<file path="config.mk">
export PLATFORM = sky130hd
export DESIGN_NAME = cpu_prog_sequencer_flat
export DESIGN_NICKNAME = d
export VERILOG_FILES = /design/src/rtl/cpu_prog_sequencer_if.sv /design/src/rtl/cpu_prog_sequencer.sv /design/src/flat_wrapper.sv
export SDC_FILE = /design/constraint.sdc
export NUM_CORES = 1
export LEC_CHECK = 0
export ABC_AREA = 0
export CORE_AREA = 2 2 74 83
export DETAILED_ROUTE_END_ITERATION = 10
export DIE_AREA = 0 0 76 85
export PLACE_DENSITY = 0.73
export SYNTH_ARGS = -nofsm -noshare
export SYNTH_HDL_FRONTEND = slang
export SYNTH_SLANG_ARGS = --single-unit
</file>
<file path="constraint.sdc">
create_clock -name clk -period 1.9 [get_ports clk]
set_input_delay 0.38 -clock clk [delete_from_list [all_inputs] [get_ports clk]]
set_output_delay 0.38 -clock clk [all_outputs]
set_load 0.03 [all_outputs]
</file>
<file path="src/rtl/cpu_prog_sequencer_if.sv">
// Program-memory and cpu-control bus between the program sequencer and its memory/cpu.
// The master is the sequencer; the slave is the memory plus cpu side.
interface cpu_prog_sequencer_if #(
  parameter int ADDR_W = 8
);
  logic [ADDR_W-1:0] mem_addr;
  logic              mem_rd;
  logic [15:0]       mem_rdata;
  logic [15:0]       cpu_in;
  logic              cpu_load;
  logic              cpu_s;
  logic              cpu_w;

  modport master (
    output mem_addr, mem_rd, cpu_in, cpu_load, cpu_s,
    input  mem_rdata, cpu_w
  );

  modport slave (
    input  mem_addr, mem_rd, cpu_in, cpu_load, cpu_s,
    output mem_rdata, cpu_w
  );
endinterface

</file>
<file path="src/rtl/cpu_prog_sequencer.sv">
// Autonomous fetch/load/start/complete sequencer driving the lab cpu from program memory.
// Define SEQ_SINGLE_STEP_EN to add a step input that parks the sequencer after each instruction.
module cpu_prog_sequencer #(
  parameter int ADDR_W       = 8,
  parameter int BUSY_TIMEOUT = 16,
  parameter int CNT_W        = 16
) (
  input  logic                 clk,
  input  logic                 reset,
  input  logic                 run,
`ifdef SEQ_SINGLE_STEP_EN
  input  logic                 step,
`endif
  cpu_prog_sequencer_if.master bus,
  output logic [ADDR_W-1:0]    pc,
  output logic                 halted,
  output logic                 fault,
  output logic [CNT_W-1:0]     retired
);

  localparam int TIMER_W = $clog2(BUSY_TIMEOUT + 1);
  // timer_q counts BUSY cycles from 0; the fault flop then reads 1
  // exactly BUSY_TIMEOUT cycles after the cycle carrying the s pulse.
  localparam logic [TIMER_W-1:0] TIMER_LAST = TIMER_W'(BUSY_TIMEOUT - 2);

`ifdef SEQ_SINGLE_STEP_EN
  typedef enum logic [3:0] {
    S_IDLE, S_FETCH, S_CAPTURE, S_LOAD, S_START, S_BUSY, S_DONE, S_HALT, S_PAUSE
  } state_t;
`else
  typedef enum logic [2:0] {
    S_IDLE, S_FETCH, S_CAPTURE, S_LOAD, S_START, S_BUSY, S_DONE, S_HALT
  } state_t;
`endif

  state_t             state_q, state_d;
  logic [ADDR_W-1:0]  pc_q, pc_d;
  logic [CNT_W-1:0]   ret_q, ret_d;
  logic [15:0]        instr_q, instr_d;
  logic               halted_q, halted_d;
  logic               fault_q, fault_d;
  logic [TIMER_W-1:0] timer_q, timer_d;

  always_ff @(posedge clk or posedge reset) begin
    if (reset) begin
      state_q  <= S_IDLE;
      pc_q     <= '0;
      ret_q    <= '0;
      instr_q  <= '0;
      halted_q <= 1'b0;
      fault_q  <= 1'b0;
      timer_q  <= '0;
    end else begin
      state_q  <= state_d;
      pc_q     <= pc_d;
      ret_q    <= ret_d;
      instr_q  <= instr_d;
      halted_q <= halted_d;
      fault_q  <= fault_d;
      timer_q  <= timer_d;
    end
  end

  always_comb begin
    state_d  = state_q;
    pc_d     = pc_q;
    ret_d    = ret_q;
    instr_d  = instr_q;
    halted_d = halted_q;
    fault_d  = fault_q;
    timer_d  = timer_q;
    case (state_q)
      S_IDLE:    if (run && !halted_q && !fault_q) state_d = S_FETCH;
      S_FETCH:   state_d = S_CAPTURE;
      S_CAPTURE: begin
        instr_d = bus.mem_rdata;
        if (bus.mem_rdata[15:13] == 3'b111) begin
          halted_d = 1'b1;
          state_d  = S_HALT;
        end else begin
          state_d  = S_LOAD;
        end
      end
      S_LOAD:    state_d = S_START;
      S_START:   if (bus.cpu_w) begin
        timer_d = '0;
        state_d = S_BUSY;
      end
      S_BUSY: begin
        if (!bus.cpu_w) begin
          state_d = S_DONE;
        end else if (timer_q == TIMER_LAST) begin
          fault_d = 1'b1;
          state_d = S_HALT;
        end else begin
          timer_d = timer_q + 1'b1;
        end
      end
      S_DONE:    if (bus.cpu_w) begin
        pc_d = pc_q + 1'b1;
        if (ret_q != '1) ret_d = ret_q + 1'b1;
`ifdef SEQ_SINGLE_STEP_EN
        state_d = S_PAUSE;
`else
        state_d = run ? S_FETCH : S_IDLE;
`endif
      end
`ifdef SEQ_SINGLE_STEP_EN
      S_PAUSE: begin
        if (!run)      state_d = S_IDLE;
        else if (step) state_d = S_FETCH;
      end
`endif
      S_HALT:    state_d = S_HALT;
      default:   state_d = S_IDLE;
    endcase
  end

  // s is qualified by cpu_w so it fires only in the cycle START leaves.
  assign bus.mem_rd   = (state_q == S_FETCH);
  assign bus.cpu_load = (state_q == S_LOAD);
  assign bus.cpu_s    = (state_q == S_START) && bus.cpu_w;
  assign bus.mem_addr = pc_q;
  assign bus.cpu_in   = instr_q;

  assign pc      = pc_q;
  assign halted  = halted_q;
  assign fault   = fault_q;
  assign retired = ret_q;

endmodule

</file>
<file path="src/flat_wrapper.sv">
// flat-port wrapper written by rule: the top's interface ports become plain ports
module cpu_prog_sequencer_flat 
#(
  parameter int ADDR_W       = 8,
  parameter int BUSY_TIMEOUT = 16,
  parameter int CNT_W        = 16
)
  (clk, reset, run, pc, halted, fault, retired, bus_mem_addr, bus_mem_rd, bus_cpu_in, bus_cpu_load, bus_cpu_s, bus_mem_rdata, bus_cpu_w);
  cpu_prog_sequencer_if #(.ADDR_W(ADDR_W)) bus_i ();
  input  logic clk;
  input  logic reset;
  input  logic run;
  output logic [ADDR_W-1:0] pc;
  output logic halted;
  output logic fault;
  output logic [CNT_W-1:0] retired;
  output wire logic [$bits(bus_i.mem_addr)-1:0] bus_mem_addr;
  output wire logic [$bits(bus_i.mem_rd)-1:0] bus_mem_rd;
  output wire logic [$bits(bus_i.cpu_in)-1:0] bus_cpu_in;
  output wire logic [$bits(bus_i.cpu_load)-1:0] bus_cpu_load;
  output wire logic [$bits(bus_i.cpu_s)-1:0] bus_cpu_s;
  input wire logic [$bits(bus_i.mem_rdata)-1:0] bus_mem_rdata;
  input wire logic [$bits(bus_i.cpu_w)-1:0] bus_cpu_w;
  assign bus_mem_addr = bus_i.mem_addr;
  assign bus_mem_rd = bus_i.mem_rd;
  assign bus_cpu_in = bus_i.cpu_in;
  assign bus_cpu_load = bus_i.cpu_load;
  assign bus_cpu_s = bus_i.cpu_s;
  assign bus_i.mem_rdata = bus_mem_rdata;
  assign bus_i.cpu_w = bus_cpu_w;
  cpu_prog_sequencer #(.ADDR_W(ADDR_W), .BUSY_TIMEOUT(BUSY_TIMEOUT), .CNT_W(CNT_W)) u_core (.clk(clk), .reset(reset), .run(run), .bus(bus_i), .pc(pc), .halted(halted), .fault(fault), .retired(retired));
endmodule
</file>
-- Yosys cells after proc, flatten, opt, wreduce, memory -nomap -nowiden
Index checks and enable logic that the tools add are counted.
- register bits: 50
- bits of input ports: 20
- logic and storage cells: 51
- add/sub/neg operators: 3
- reductions and logical operators: 13
- eq/ne operators: 16
- mux-type cells: 12
- operator list (operator ; count):
    $pmux W3 S8 ; 1
    $mux W3 ; 6
    $add A16 B1 Y16 const B ; 1
    $ne A16 B16 Y1 const B ; 1
    $eq A3 B3 Y1 const B ; 5
    $mux W5 ; 3
    $pmux W5 S2 ; 1
    $add A8 B1 Y8 const B ; 1
    $ne A2 B2 Y1 const B ; 4
    $reduce_and A4 Y1 ; 2
    $eq A3 B2 Y1 const B ; 2
    $reduce_and A3 Y1 ; 2
    $add A5 B1 Y5 const B ; 1
    $eq A5 B4 Y1 const B ; 1
    $reduce_and A2 Y1 ; 2
    $eq A3 B1 Y1 const B ; 1
    $logic_and A1 B1 Y1 ; 3
    $logic_not A3 Y1 ; 1
    $ne A3 B2 Y1 const B ; 1
    $logic_not A1 Y1 ; 2
    $ne A2 B1 Y1 const B ; 1
    $reduce_bool A2 Y1 ; 1
    $mux W1 ; 1

-- Depth between registers and ports, before layout
- depth after elaboration: 5
- mapped depth: 6

-- Worst setup path after synthesis
No wires, ideal clock.
- kind: flip-flop to flip-flop
- start point: register u_core.ret_q[0] (netlist: u_core.retired[0])
- end point: register u_core.ret_q[1] (netlist: u_core.retired[1])
- buffers on the path: 0
- required time: 1.775 ns
- stages on the path, launching flop included: 6
- path slack: -0.012 ns
- arrival: 1.787 ns
- path through: dfrtp_1 ha_1 nand3_2 nor4_4 nor2_2 mux2_4
- longest elaborated chain between the ends: 2
- elaborated cells on any way between the ends: 3
- RTL lines (item ; line ; RTL):
    from (decl) ; cpu_prog_sequencer.sv:38 ; logic [CNT_W-1:0] ret_q, ret_d;
    from (signal assigned) ; cpu_prog_sequencer.sv:56 ; ret_q <= ret_d;
    parallel branches: the longest is 2 deep, another holds $add A16 B1 Y16 ; n/a ;
Parallel ways; which one is timed is not known.
A chain may end at the register's enable or synchronous reset.

-- Final worst setup path
- start point: register u_core.ret_q[13] (netlist: u_core.retired[13])
- end point: output retired[13]
- RTL lines (item ; line ; RTL):
    to (decl) ; flat_wrapper.sv:16 ; output logic [CNT_W-1:0] retired;
No word-level cell between the ends.

==> reports/metrics.cfg <==
[placed_design]
pre_cts_ws_ns = -0.0770
placed_cell_area_mm2 = 0.00325
dp_hpwl_um = 3520
gp_congestion = 0.788
port_buffers = 72

[yosys]
yosys_warnings = 0
yosysUniqueCellTypes = 46
syn_avg_cell_area_um2 = 11.9
synth_most_common_cell = dfrtp_1
ys_ff_latch = 50
syn-cell-area_mm2 = 0.00238
synth_nets = 223
async_reset_ff_share_pct = 100
yosysTopAreaCell = dfrtp_1
synth_top_area_share_pct = 52.7
seq_area_frac_synth_pct = 52.7
yosys-top-cells-area = dfrtp_1, mux2_2, xor2_1
synthFlopType = dfrtp_1
synth_edf_count = 0
synth.cells.most_frequent = dfrtp_1, mux2_2, nand2_1
syn_inst = 199

[layout]
utilization_pct = 59.5
n_antenna_cell = 0
area_delta_synth_final_pct = 40.9
stdcell_area_mm2 = 0.00335
drive_gt1_share_pct = 22.6
nets = 306

[floorplan]
io_pins = 73
start_util_pct = 42.2
die_w_um = 76
core-area_mm2 = 0.00562
rows = 29
die_y_um = 85
die-area_mm2 = 0.00646

[global_route]
grt_pass1_wl_um = 8030
antenna_found_initial = 0
grt_pass1_vias = 1748
grt_start_max_net_pins = 51
grt_usage_pct = 15.3
overflow = 0

[detailed_routing]
wl_per_cell_um = 13.2
initialDrtViolationCount = 68
dr.pass1.iters = 4
vias = 1801
via_per_inst = 5.00
drc = 0
route.final.wire_length_um = 4770
antenna_left = 0

[clocking]
cts.sinks = 50
cts_tree = built
clk_pin_slew_worst_paths_ns = 0.09
post_cts_buffers = 0
max-clock-path-buffers = 2
root_buffer = clkbuf_8
cts_buffers = 5
clock_latency_ns = 0.30
htreeDepth = 2

[timing]
hold_viol_final = 0
fin_crit_sh_pct = 96.6
post-route-min-period_ns = 1.84
finalWorstSetupSlack_ns = 0.0648
drv_slew = 0
finalSetupViolCount = 0
rsz0062_at_grt = no
relSlewSlack_pct = 72.6
clock_skew_ns = 0.00417
fmaxAchievable_mhz = 545
worst_pin_slew_ns = 0.407

[setup_path]
critPathLaunchType = flip-flop
critical_path_required_ns = 1.52
critPathBufInv = 1
crit_type = flip-flop to output pin
cpMaxStageDelayCell = clkdlybuf4s50_1
crit_path_end_kind = output pin
cp_top_family = buffers and inverters
cp_slowest_stage_delay_ns = 0.71
arrival_ns = 1.46
path_cells = clkdlybuf4s50_1
crit_fanout = 7

[pwr]
ir_worst_vdd_mv = 0.829
power.total_mw = 4.51
power.density_mw_per_mm2 = 1350
power.leakage_nw = 1.51

[run]
maxCapViolCount = 0

[hold_path]
worstHoldPathType = primary input to async pin

[run_status]
status = finished clean

## placed cells by master, fill, tap and decap left out, types with 5 or more instances in the layout
cell type and count:
nand2_1 12, nor2_1 9, clkdlybuf4s50_1 66, dfrtp_1 46, nor3_1 5, clkbuf_8 5
buf_4 18, xor2_1 10, mux2_2 19, xnor2_1 8, nand3_1 9
## metal layers
metal / global-route usage, % / up-vias / share of wire [%]
met3: 4.04 / 2 / 4.8
li1: - / 874 / -
met2: 26.5 / 47 / 50
met5: 0 / - / 0
met1: 19.1 / 878 / 44
met4: 4.46 / 0 / 0.48
## stage by stage
| stage | cells | hold slack [ns] | TNS, ns |
|---|---|---|---|
| 6_report | 360 | 0.436 | 0 |
| 5_1_grt | 360 | 0.456 | 0 |
| 4_1_cts | 360 | 0.438 | 0 |
| 3_5_place_dp | 352 | 0.482 | -0.249 |
| 3_3_place_gp | 352 | 0.480 | -0.138 |
| 2_1_floorplan | 199 | 0.493 | 0 |
## layout make-up
cell class	count	area [um2]
Sequential cell	50	1260
Inverter	5	18.8
Multi-Input combinational cell	130	1020
Fill cell	481	2280
Clock buffer	6	72.6
Tap cell	77	96.3
Timing Repair Buffer	90	871
Clock inverter	2	13.8
## worst paths after layout
kind | from | end | slack (ns) | cells past startpoint
setup / recovery | u_core.retired[13] | retired[13] | 0.06 | 1
hold / removal | reset | u_core.bus.mem_addr[2] | 0.44 | 3
setup reg to reg | u_core.retired[0] | u_core.retired[1] | 0.20 | 5
hold reg to reg | u_core.bus.mem_addr[7] | u_core.bus.mem_addr[7] | 0.49 | 1
max in group asynchronous | reset | u_core.state_q[1] | 1.22 | 3
min in group clk | u_core.bus.mem_addr[7] | u_core.bus.mem_addr[7] | 0.49 | 1
## registers in the layout (all words and copies together), names as in the netlist
signal / flops
u_core.timer_q: 5
u_core.bus.mem_addr: 8
u_core.halted: 1
u_core.state_q: 3
u_core.fault: 1
u_core.retired: 16
u_core.bus.cpu_in: 16
## what timing repair did
item / CTS / global route
endpoints found under the setup margin: 2 / 4
resized for setup: 2 / 5
hold buffers: 0 / 0
endpoints found under the hold margin: 0 / 0
## cell families (layout without fill, tap and decap cells)
logic type / after synthesis / count (layout) / synth area share (%)
AOI/OAI and AO/OA: 22 / 22 / 6.37
buffers and inverters: 19 / 103 / 4.48
and+or+nand+nor: 65 / 65 / 17.6
adders and majority gates: 4 / 4 / 2.11
muxes: 21 / 21 / 10.1
DFF: 50 / 50 / 52.7
xor gates and xnor gates: 18 / 18 / 6.64
## power by group
group          total (mW)  internal (mW)  switching, mW
registers            1.68           1.39          0.285
clock network       0.607          0.261          0.347
logic                2.22           1.05           1.17
total                4.51           2.70           1.80
(Power assumes the default switching activity.)
